### config.mk
export PLATFORM = sky130hd
export DESIGN_NAME = cmd_proc
export DESIGN_NICKNAME = d
export VERILOG_FILES = /design/src/rtl/cmd_proc_pkg.sv /design/src/rtl/cmd_proc_regfile.sv /design/src/rtl/cmd_proc.sv
export SDC_FILE = /design/constraint.sdc
export NUM_CORES = 1
export LEC_CHECK = 0
export ABC_AREA = 1
export CAP_MARGIN = 20
export CORE_MARGIN = 8
export CORE_UTILIZATION = 34
export CTS_CLUSTER_DIAMETER = 150
export DETAILED_ROUTE_END_ITERATION = 6
export SLEW_MARGIN = 20
export SYNTH_ARGS = -nofsm -noshare
export SYNTH_HDL_FRONTEND = slang
export SYNTH_HIERARCHICAL = 1
export SYNTH_SLANG_ARGS = --single-unit
### constraint.sdc
create_clock -name clk -period 4.97 [get_ports clk]
set_clock_uncertainty 0.2 [all_clocks]
set_input_delay 0.994 -clock clk [delete_from_list [all_inputs] [get_ports clk]]
set_output_delay 0.994 -clock clk [all_outputs]
set_load 0.005 [all_outputs]
### src/rtl/cmd_proc_pkg.sv
`default_nettype none
// ============================================================================
// Module      : cmd_proc_pkg
// Description : Shared opcode/state encodings, counter sizing and a
//               saturating-increment helper for the cmd_proc block.
// Revision    : 1.0 - initial release
// ============================================================================
package cmd_proc_pkg;

    // Command opcodes; encodings 6..15 are illegal
    typedef enum logic [3:0] {
        NOP   = 4'd0,
        WRITE = 4'd1,
        READ  = 4'd2,
        INC   = 4'd3,
        CLEAR = 4'd4,
        FILL  = 4'd5
    } cmd_e;

    localparam int CNT_W   = 8;
    localparam int CNT_MAX = 255;

    typedef enum logic [0:0] {
        IDLE  = 1'b0,
        SWEEP = 1'b1
    } state_e;

    // Counter increment that holds at the maximum instead of wrapping
    function automatic logic [CNT_W-1:0] sat_inc(input logic [CNT_W-1:0] v);
        if (v == CNT_W'(CNT_MAX)) begin
            return v;
        end
        return v + CNT_W'(1);
    endfunction

endpackage
`default_nettype wire

### src/rtl/cmd_proc_regfile.sv
`default_nettype none
// ============================================================================
// Module      : cmd_proc_regfile
// Description : DEPTH x DW flop register file. One write port that can
//               either load data or increment the addressed entry, and one
//               registered read port with a forwarding override.
// Revision    : 1.0 - initial release
// ============================================================================
module cmd_proc_regfile #(
    parameter int AW = 4,
    parameter int DW = 4
) (
    input  logic          clk,
    input  logic          rst_n,
    input  logic          we,
    input  logic          inc,
    input  logic [AW-1:0] wadr,
    input  logic [DW-1:0] wdata,
    input  logic          re,
    input  logic [AW-1:0] radr,
    input  logic          fwd_en,
    input  logic [DW-1:0] fwd_data,
    output logic [DW-1:0] rdata
);

    localparam int DEPTH = 2**AW;

    logic [DW-1:0] mem [DEPTH];

    // Storage: load or read-modify-write increment on the single write port
    always_ff @(posedge clk or negedge rst_n) begin
        if (!rst_n) begin
            for (int i = 0; i < DEPTH; i++) begin
                mem[i] <= '0;
            end
        end else if (we) begin
            mem[wadr] <= inc ? (mem[wadr] + DW'(1)) : wdata;
        end
    end

    // Registered read; the forward path substitutes data not yet in storage
    always_ff @(posedge clk or negedge rst_n) begin
        if (!rst_n) begin
            rdata <= '0;
        end else if (re) begin
            rdata <= fwd_en ? fwd_data : mem[radr];
        end
    end

endmodule
`default_nettype wire

### src/rtl/cmd_proc.sv
`default_nettype none
// ============================================================================
// Module      : cmd_proc
// Description : Bus-slave command processor. Executes one 4-bit command per
//               clock against a 2**AW x DW register file; CLEAR/FILL run a
//               multi-cycle sweep with busy asserted. Counts illegal opcodes
//               and commands dropped while busy (both saturating).
//               Optional macro CMD_PROC_RD_BYPASS_EN: read-after-write
//               bypass register, and a READ in the final sweep cycle is
//               accepted and answered with the sweep value.
// Revision    : 1.0 - initial release
// ============================================================================
module cmd_proc
    import cmd_proc_pkg::*;
#(
    parameter int            AW      = 4,
    parameter int            DW      = 4,
    parameter logic [DW-1:0] CLR_VAL = '0
) (
    input  logic             clk,
    input  logic             rst_n,
    input  logic [3:0]       cmd,
    input  logic [AW-1:0]    adr,
    input  logic [DW-1:0]    data,
    output logic             busy,
    output logic             rd_valid,
    output logic [DW-1:0]    rd_data,
    output logic [AW-1:0]    rd_adr,
    output logic [CNT_W-1:0] err_cnt,
    output logic [CNT_W-1:0] drop_cnt
);

    localparam int DEPTH = 2**AW;

    state_e        state;
    state_e        state_nxt;
    logic [AW-1:0] idx;
    logic [DW-1:0] sweep_val;

    logic          in_idle;
    logic          in_sweep;
    logic          last_sweep;
    logic          is_write;
    logic          is_read;
    logic          is_inc;
    logic          is_sweep_cmd;
    logic          is_illegal;
    logic          rd_late;
    logic          rd_accept;
    logic          drop;
    logic          fwd_en;
    logic [DW-1:0] fwd_data;

    assign in_idle    = (state == IDLE);
    assign in_sweep   = (state == SWEEP);
    assign last_sweep = in_sweep && (idx == AW'(DEPTH-1));

    // Opcode decode; everything here only acts while idle
    always_comb begin
        is_write     = 1'b0;
        is_read      = 1'b0;
        is_inc       = 1'b0;
        is_sweep_cmd = 1'b0;
        is_illegal   = 1'b0;
        case (cmd)
            NOP:          ;
            WRITE:        is_write     = in_idle;
            READ:         is_read      = in_idle;
            INC:          is_inc       = in_idle;
            CLEAR, FILL:  is_sweep_cmd = in_idle;
            default:      is_illegal   = in_idle;
        endcase
    end

    // FSM state register
    always_ff @(posedge clk or negedge rst_n) begin
        if (!rst_n) begin
            state <= IDLE;
        end else begin
            state <= state_nxt;
        end
    end

    // FSM next-state: a sweep ends after writing the last entry
    always_comb begin
        state_nxt = state;
        case (state)
            IDLE:    if (is_sweep_cmd) state_nxt = SWEEP;
            SWEEP:   if (last_sweep)   state_nxt = IDLE;
            default: state_nxt = IDLE;
        endcase
    end

    // FSM outputs
    always_comb begin
        busy = (state == SWEEP);
    end

    // Sweep value latch and entry index
    always_ff @(posedge clk or negedge rst_n) begin
        if (!rst_n) begin
            idx       <= '0;
            sweep_val <= '0;
        end else if (is_sweep_cmd) begin
            idx       <= '0;
            sweep_val <= (cmd == FILL) ? data : CLR_VAL;
        end else if (in_sweep) begin
            idx       <= idx + AW'(1);
        end
    end

`ifdef CMD_PROC_RD_BYPASS_EN
    logic          byp_valid;
    logic [AW-1:0] byp_adr;
    logic [DW-1:0] byp_data;
    logic          byp_hit;

    // Capture the most recent WRITE so a following READ can skip storage
    always_ff @(posedge clk or negedge rst_n) begin
        if (!rst_n) begin
            byp_valid <= 1'b0;
            byp_adr   <= '0;
            byp_data  <= '0;
        end else begin
            byp_valid <= is_write;
            if (is_write) begin
                byp_adr  <= adr;
                byp_data <= data;
            end
        end
    end

    // In the final sweep cycle every entry already holds (or is receiving)
    // the sweep value, so a READ can be answered from sweep_val directly.
    assign rd_late  = last_sweep && (cmd == READ);
    assign byp_hit  = is_read && byp_valid && (byp_adr == adr);
    assign fwd_en   = byp_hit || rd_late;
    assign fwd_data = rd_late ? sweep_val : byp_data;
`else
    assign rd_late  = 1'b0;
    assign fwd_en   = 1'b0;
    assign fwd_data = sweep_val;
`endif

    assign rd_accept = is_read || rd_late;
    assign drop      = in_sweep && (cmd != NOP) && !rd_late;

    cmd_proc_regfile #(
        .AW (AW),
        .DW (DW)
    ) u_regfile (
        .clk      (clk),
        .rst_n    (rst_n),
        .we       (is_write || is_inc || in_sweep),
        .inc      (is_inc),
        .wadr     (in_sweep ? idx : adr),
        .wdata    (in_sweep ? sweep_val : data),
        .re       (rd_accept),
        .radr     (adr),
        .fwd_en   (fwd_en),
        .fwd_data (fwd_data),
        .rdata    (rd_data)
    );

    // Read response qualifier and address, aligned with rd_data
    always_ff @(posedge clk or negedge rst_n) begin
        if (!rst_n) begin
            rd_valid <= 1'b0;
            rd_adr   <= '0;
        end else begin
            rd_valid <= rd_accept;
            if (rd_accept) begin
                rd_adr <= adr;
            end
        end
    end

    // Saturating error and drop counters
    always_ff @(posedge clk or negedge rst_n) begin
        if (!rst_n) begin
            err_cnt  <= '0;
            drop_cnt <= '0;
        end else begin
            if (is_illegal) err_cnt  <= sat_inc(err_cnt);
            if (drop)       drop_cnt <= sat_inc(drop_cnt);
        end
    end

endmodule
`default_nettype wire

# Word level (Yosys, flattened, before mapping)
# Index checks and enable logic that the tools add are counted.
# word_totals
register_bits,98
out_inout_bits,26
# op_classes
add_sub_neg,4
n_lt_le_gt_ge,3
n_eq_ne,10
mux,29
bitwise_logic,3
reduce_logical,12
# op_table
operator,count
64-bit bitwise mux,1
4-bit two-way mux,11
4-bit binary-select mux with 4-bit select,2
8-bit by 1-bit adder with 8-bit output (second input constant),2
4-bit demux with 4-bit select,1
8-bit == test (second input constant),2
8-bit two-way mux,2
1-bit two-way mux,11
5-bit greater-or-equal comparator (second input constant),2
4-bit inverter with 5-bit output,2
4-bit by 1-bit adder with 4-bit output (second input constant),2
4-bit by 2-bit == test with 1-bit output (second input constant),2
4-bit by 3-bit == test with 1-bit output (second input constant),2
6-bit OR reduction,1
5-bit by 1-bit < comparator with 1-bit output (second input constant),1
4-bit by 1-bit == test with 1-bit output (second input constant),1
4-bit == test (second input constant),1
4-bit zero test,1
2-bit != test (second input constant),2
2-bit AND reduction,2
4-bit nonzero test,1
1-bit logical AND,3
1-bit logical OR,2
1-bit one-hot mux with 2 select lines,1
3 further kinds,3

# Depth between registers and ports, before layout
# logic_depth
depth_word,8
depth_mapped,19

# By module
# Netlist, hierarchy kept.
# by_module_without_submodules
mod,n_inst,cells_each,area_per_inst_um2,seq_area_each_um2
cmd_proc_regfile,1,594,4043.9,1701.6
cmd_proc,1,237,1742.9,750.7

# Least setup slack after synthesis
# No wires, ideal clock.
# synth_timing
path_kind,input port to flip-flop
from,input port adr[1]
to,register u_regfile/mem[13] (netlist name)
t_arrival_ns,2.770
required_ns,4.687
path_slack_ns,1.917
cell_stages,15
path_buffers,1
path_cell_list,inv_1 o21ai_0 inv_1 buf_2 nand2_1 nand3_1 nand2_1 nand2_1 inv_1 nand2_2 ha_1 nand2_1 nand2_1 inv_1 o21ai_0
# synth_via
elab_chain_cells,8
word_cells_on_any_way,13
# synth_lines
element,line,text
from (decl),cmd_proc.sv:23,"input logic [AW-1:0] adr,"
4-bit two-way mux *,cmd_proc.sv:156,".wadr (in_sweep ? idx : adr),"
4-bit inverter with 5-bit output *,cmd_proc_regfile.sv:37,mem[wadr] <= inc ? (mem[wadr] + DW'(1)) : wdata;
4-bit binary-select mux with 4-bit select,cmd_proc_regfile.sv:37,
4-bit two-way mux (not written as such) (2 in a row),cmd_proc_regfile.sv:37,
4-bit by 1-bit adder with 4-bit output,cmd_proc_regfile.sv:37,
4-bit two-way mux,cmd_proc_regfile.sv:37,
64-bit bitwise mux *,cmd_proc_regfile.sv:37,
"to (signal, indexed assignment)",cmd_proc_regfile.sv:37,
to (decl),cmd_proc_regfile.sv:28,logic [DW-1:0] mem [DEPTH];
# Mark *: on every way between the ends. The rest lies on a longest branch, timed or not. The select of a mux whose other input is x is not followed.
# A chain may end at the register's enable or synchronous reset.

# Final worst setup path
# layout_timing
from,input port adr[3]
to,register u_regfile/mem[21] (netlist name)
# Same word-level chain as after synthesis.

==> metrics.yaml <==
grt_max_degree: 65
syn-num-nets: 849
firstDrtPassIters: 7
vias: 5293
setup_ws_ps: 1120
post-place-ws_ps: 756
setup_viol: 0
end_kind: "flop"
drv_slew: 0
finalHoldViolations: 0
initial_core_util: 0.348
netlist_area_sq_um: 5790
rows: 47
rsz0062_at_grt: "false"
postSynthAreaPerCell_sq_um: 6.96
status: "finished, final reports clean"
netlist_instances: 831
yosys.area.top_type_share: 0.424
ys_seq_elements: 98
ys_seq_area_frac: 0.424
cp_data_arrival_time_ps: 3880
fmax_mhz: 260
dieArea_sq_um: 21500
drtIter0Drc: 391
multiInputGateArea_sq_um: 2810
antenna_found_initial: 0
max-cap-violations: 0
regArea_sq_um: 2450
cts-resized-gates: 0
period_needed_ps: 3850
cts_setup_buffers: 0
synthDistinctLibCells: 33
cts_sinks: 98
io_pins: 40
nets: 881
critPathMaxFanout: 10
die_w_um: 146
irDropWorstVdd_mv: 0.230
dp_hpwl_um: 11500
fin_crit_sh: 0.775
yosysMostFrequentCell: "nand2_1"
synthArstFlopShare: 1.00
grt_pass1_vias: 5177
cts_tree: "yes"
diodes: 0
final_antenna_net_count: 0
htreeDepth: 3
path_clk_slew_ps: 70
ys.warnings.count: 6
numCtsBuffers: 9
core_sq_um: 16600
tightest_slew_ps: 870
worstHoldPathType: "reg -> reg"
post-route-drc-count: 0
criticalPathCategory: "in -> reg"
cts_root_buffer: "clkbuf_16"
clock_path_buffers: 2
area_growth_pct: 14.6
synth_common_cells: "nand2_1 (332), dfrtp_1 (98), inv_1 (96)"
wl_per_cell_um: 14.8
synthTopCellsByArea: "dfrtp_1 (42%), nand2_1 (22%), o21ai_0 (7.8%)"
grt.total_usage: 0.157
maxSlewHeadroom: 0.420
ys.flop_type: "dfrtp_1"
die_h_um: 146
overflow: 0
fin_tns_setup_ps: 0
p_leak_nw: 3.32
insertion_delay_ps: 350
viasPerCell: 4.87
postCtsHoldBufs: 0
routabilityCongestion: 0.930
fillers: 1724
worstSetupStartpointType: "input pin"
drive_gt1_frac: 0.0600
routed_wl_um: 16100
synth_enable_flop_cells: 0
yosysTopAreaCell: "dfrtp_1"
worstPathRequired_ps: 4990
grt_pass1_wl_um: 27000
powerDensity_nw_per_um2: 599
io_buffers: 39
==> logic make-up (layout without fill, tap and decap cells) <==
logic type               after synthesis  count (layout)  share of synthesized area
AO/OA/AOI/OAI                        136             136                      0.128
XOR/XNOR                               5               5                    0.00757
adder cells (fa/ha/maj)                4               4                    0.00865
buffers and inverters                124             159                     0.0910
flip-flops                            98              98                      0.424
multiplexers                           5               5                    0.00865
other                                  1               1                   0.000648
AND/OR/NAND/NOR                      458             458                      0.332
==> layout by cell type (no fill, tap or decap) <==
cell / n
nand2_1: 332
dfrtp_1: 98
inv_1: 96
o21ai_0: 89
nand3_1: 57
nor2_1: 37
clkdlybuf4s50_1: 37
a21oi_1: 18
o211ai_1: 18
clkbuf_16: 9
nand2_2: 8
buf_4: 8
nor2_2: 6
xor2_1: 5
mux2i_1: 5
o22ai_1: 4
nand4_1: 4
ha_1: 4
o21ai_1: 4
inv_2: 3
nor2_4: 3
nand3b_1: 3
o21ai_2: 2
nand3_2: 2
clkinv_2: 2
clkinv_4: 2
or2_2: 2
nor4_1: 1
nand4_2: 1
nand2_4: 1
nand2_8: 1
bufinv_16: 1
buf_2: 1
conb_1: 1
o221ai_1: 1
==> metrics by stage <==
stage          std cells  instance area (sq um)  power [mW]  hold slack (ps)   util
2_1_floorplan        831                   5790        2.68              249      -
3_5_place_dp        1072                   6350        3.30              267  0.381
3_3_place_gp        1072                   6350        3.28              265  0.381
4_1_cts             1086                   6630        4.00              285  0.398
6_report            1086                   6630        3.97              279  0.398
5_1_grt             1086                   6630        4.35              301  0.398
==> per-layer routing <==
| metal | track usage | wire length (um) |
|---|---|---|
| met1 | 0.208 | 7690 |
| met3 | 0.0349 | 941 |
| met5 | 0 | 0 |
| met2 | 0.245 | 7080 |
| met4 | 0.0608 | 369 |
==> worst max-delay path, stage by stage <==
cell,delay [ps]
clkdlybuf4s50_1,800
inv_1,120
a21oi_1,310
nand2_1,210
inv_1,150
nand2_1,100
nand2_1,70
inv_1,40
nand2_2,90
ha_1,230
nand2_1,60
nand2_1,280
inv_1,290
o21ai_0,130
==> power breakdown <==
group / total [mW] / switching [mW] / internal, mW
clock network: 0.681 / 0.297 / 0.384
registers: 1.44 / 0.293 / 1.15
logic: 1.85 / 1.20 / 0.645
==> final timing paths <==
check	start	end	cells past startpoint	slack (ps)
worst min-delay path	u_regfile/rdata[1]	u_regfile/rdata[1]	2	280
worst min register to register	u_regfile/rdata[1]	u_regfile/rdata[1]	2	280
max in group asynchronous	rst_n	fwd_data[1]	2	3070
min in group asynchronous	rst_n	u_regfile/mem[32]	1	530
worst max-delay path	adr[3]	u_regfile/mem[21]	14	1120
worst max register to register	busy	u_regfile/mem[21]	15	1400
==> area by class of cell <==
| class | count | share of cell area |
|---|---|---|
| tap | 220 | 0.0415 |
| clock buffer | 9 | 0.0340 |
| timing repair buffer | 46 | 0.0657 |
| multi-input combinational | 609 | 0.424 |
| sequential | 98 | 0.370 |
| clock inverter | 5 | 0.00868 |
| inverter | 99 | 0.0561 |
==> sequential cells by signal, summed over array words and instances (netlist names) <==
name	flops
busy	1
drop_cnt	8
err_cnt	8
fwd_data	4
idx	4
rd_adr	4
rd_valid	1
u_regfile/mem	64
u_regfile/rdata	4
(Power assumes the default switching activity.)
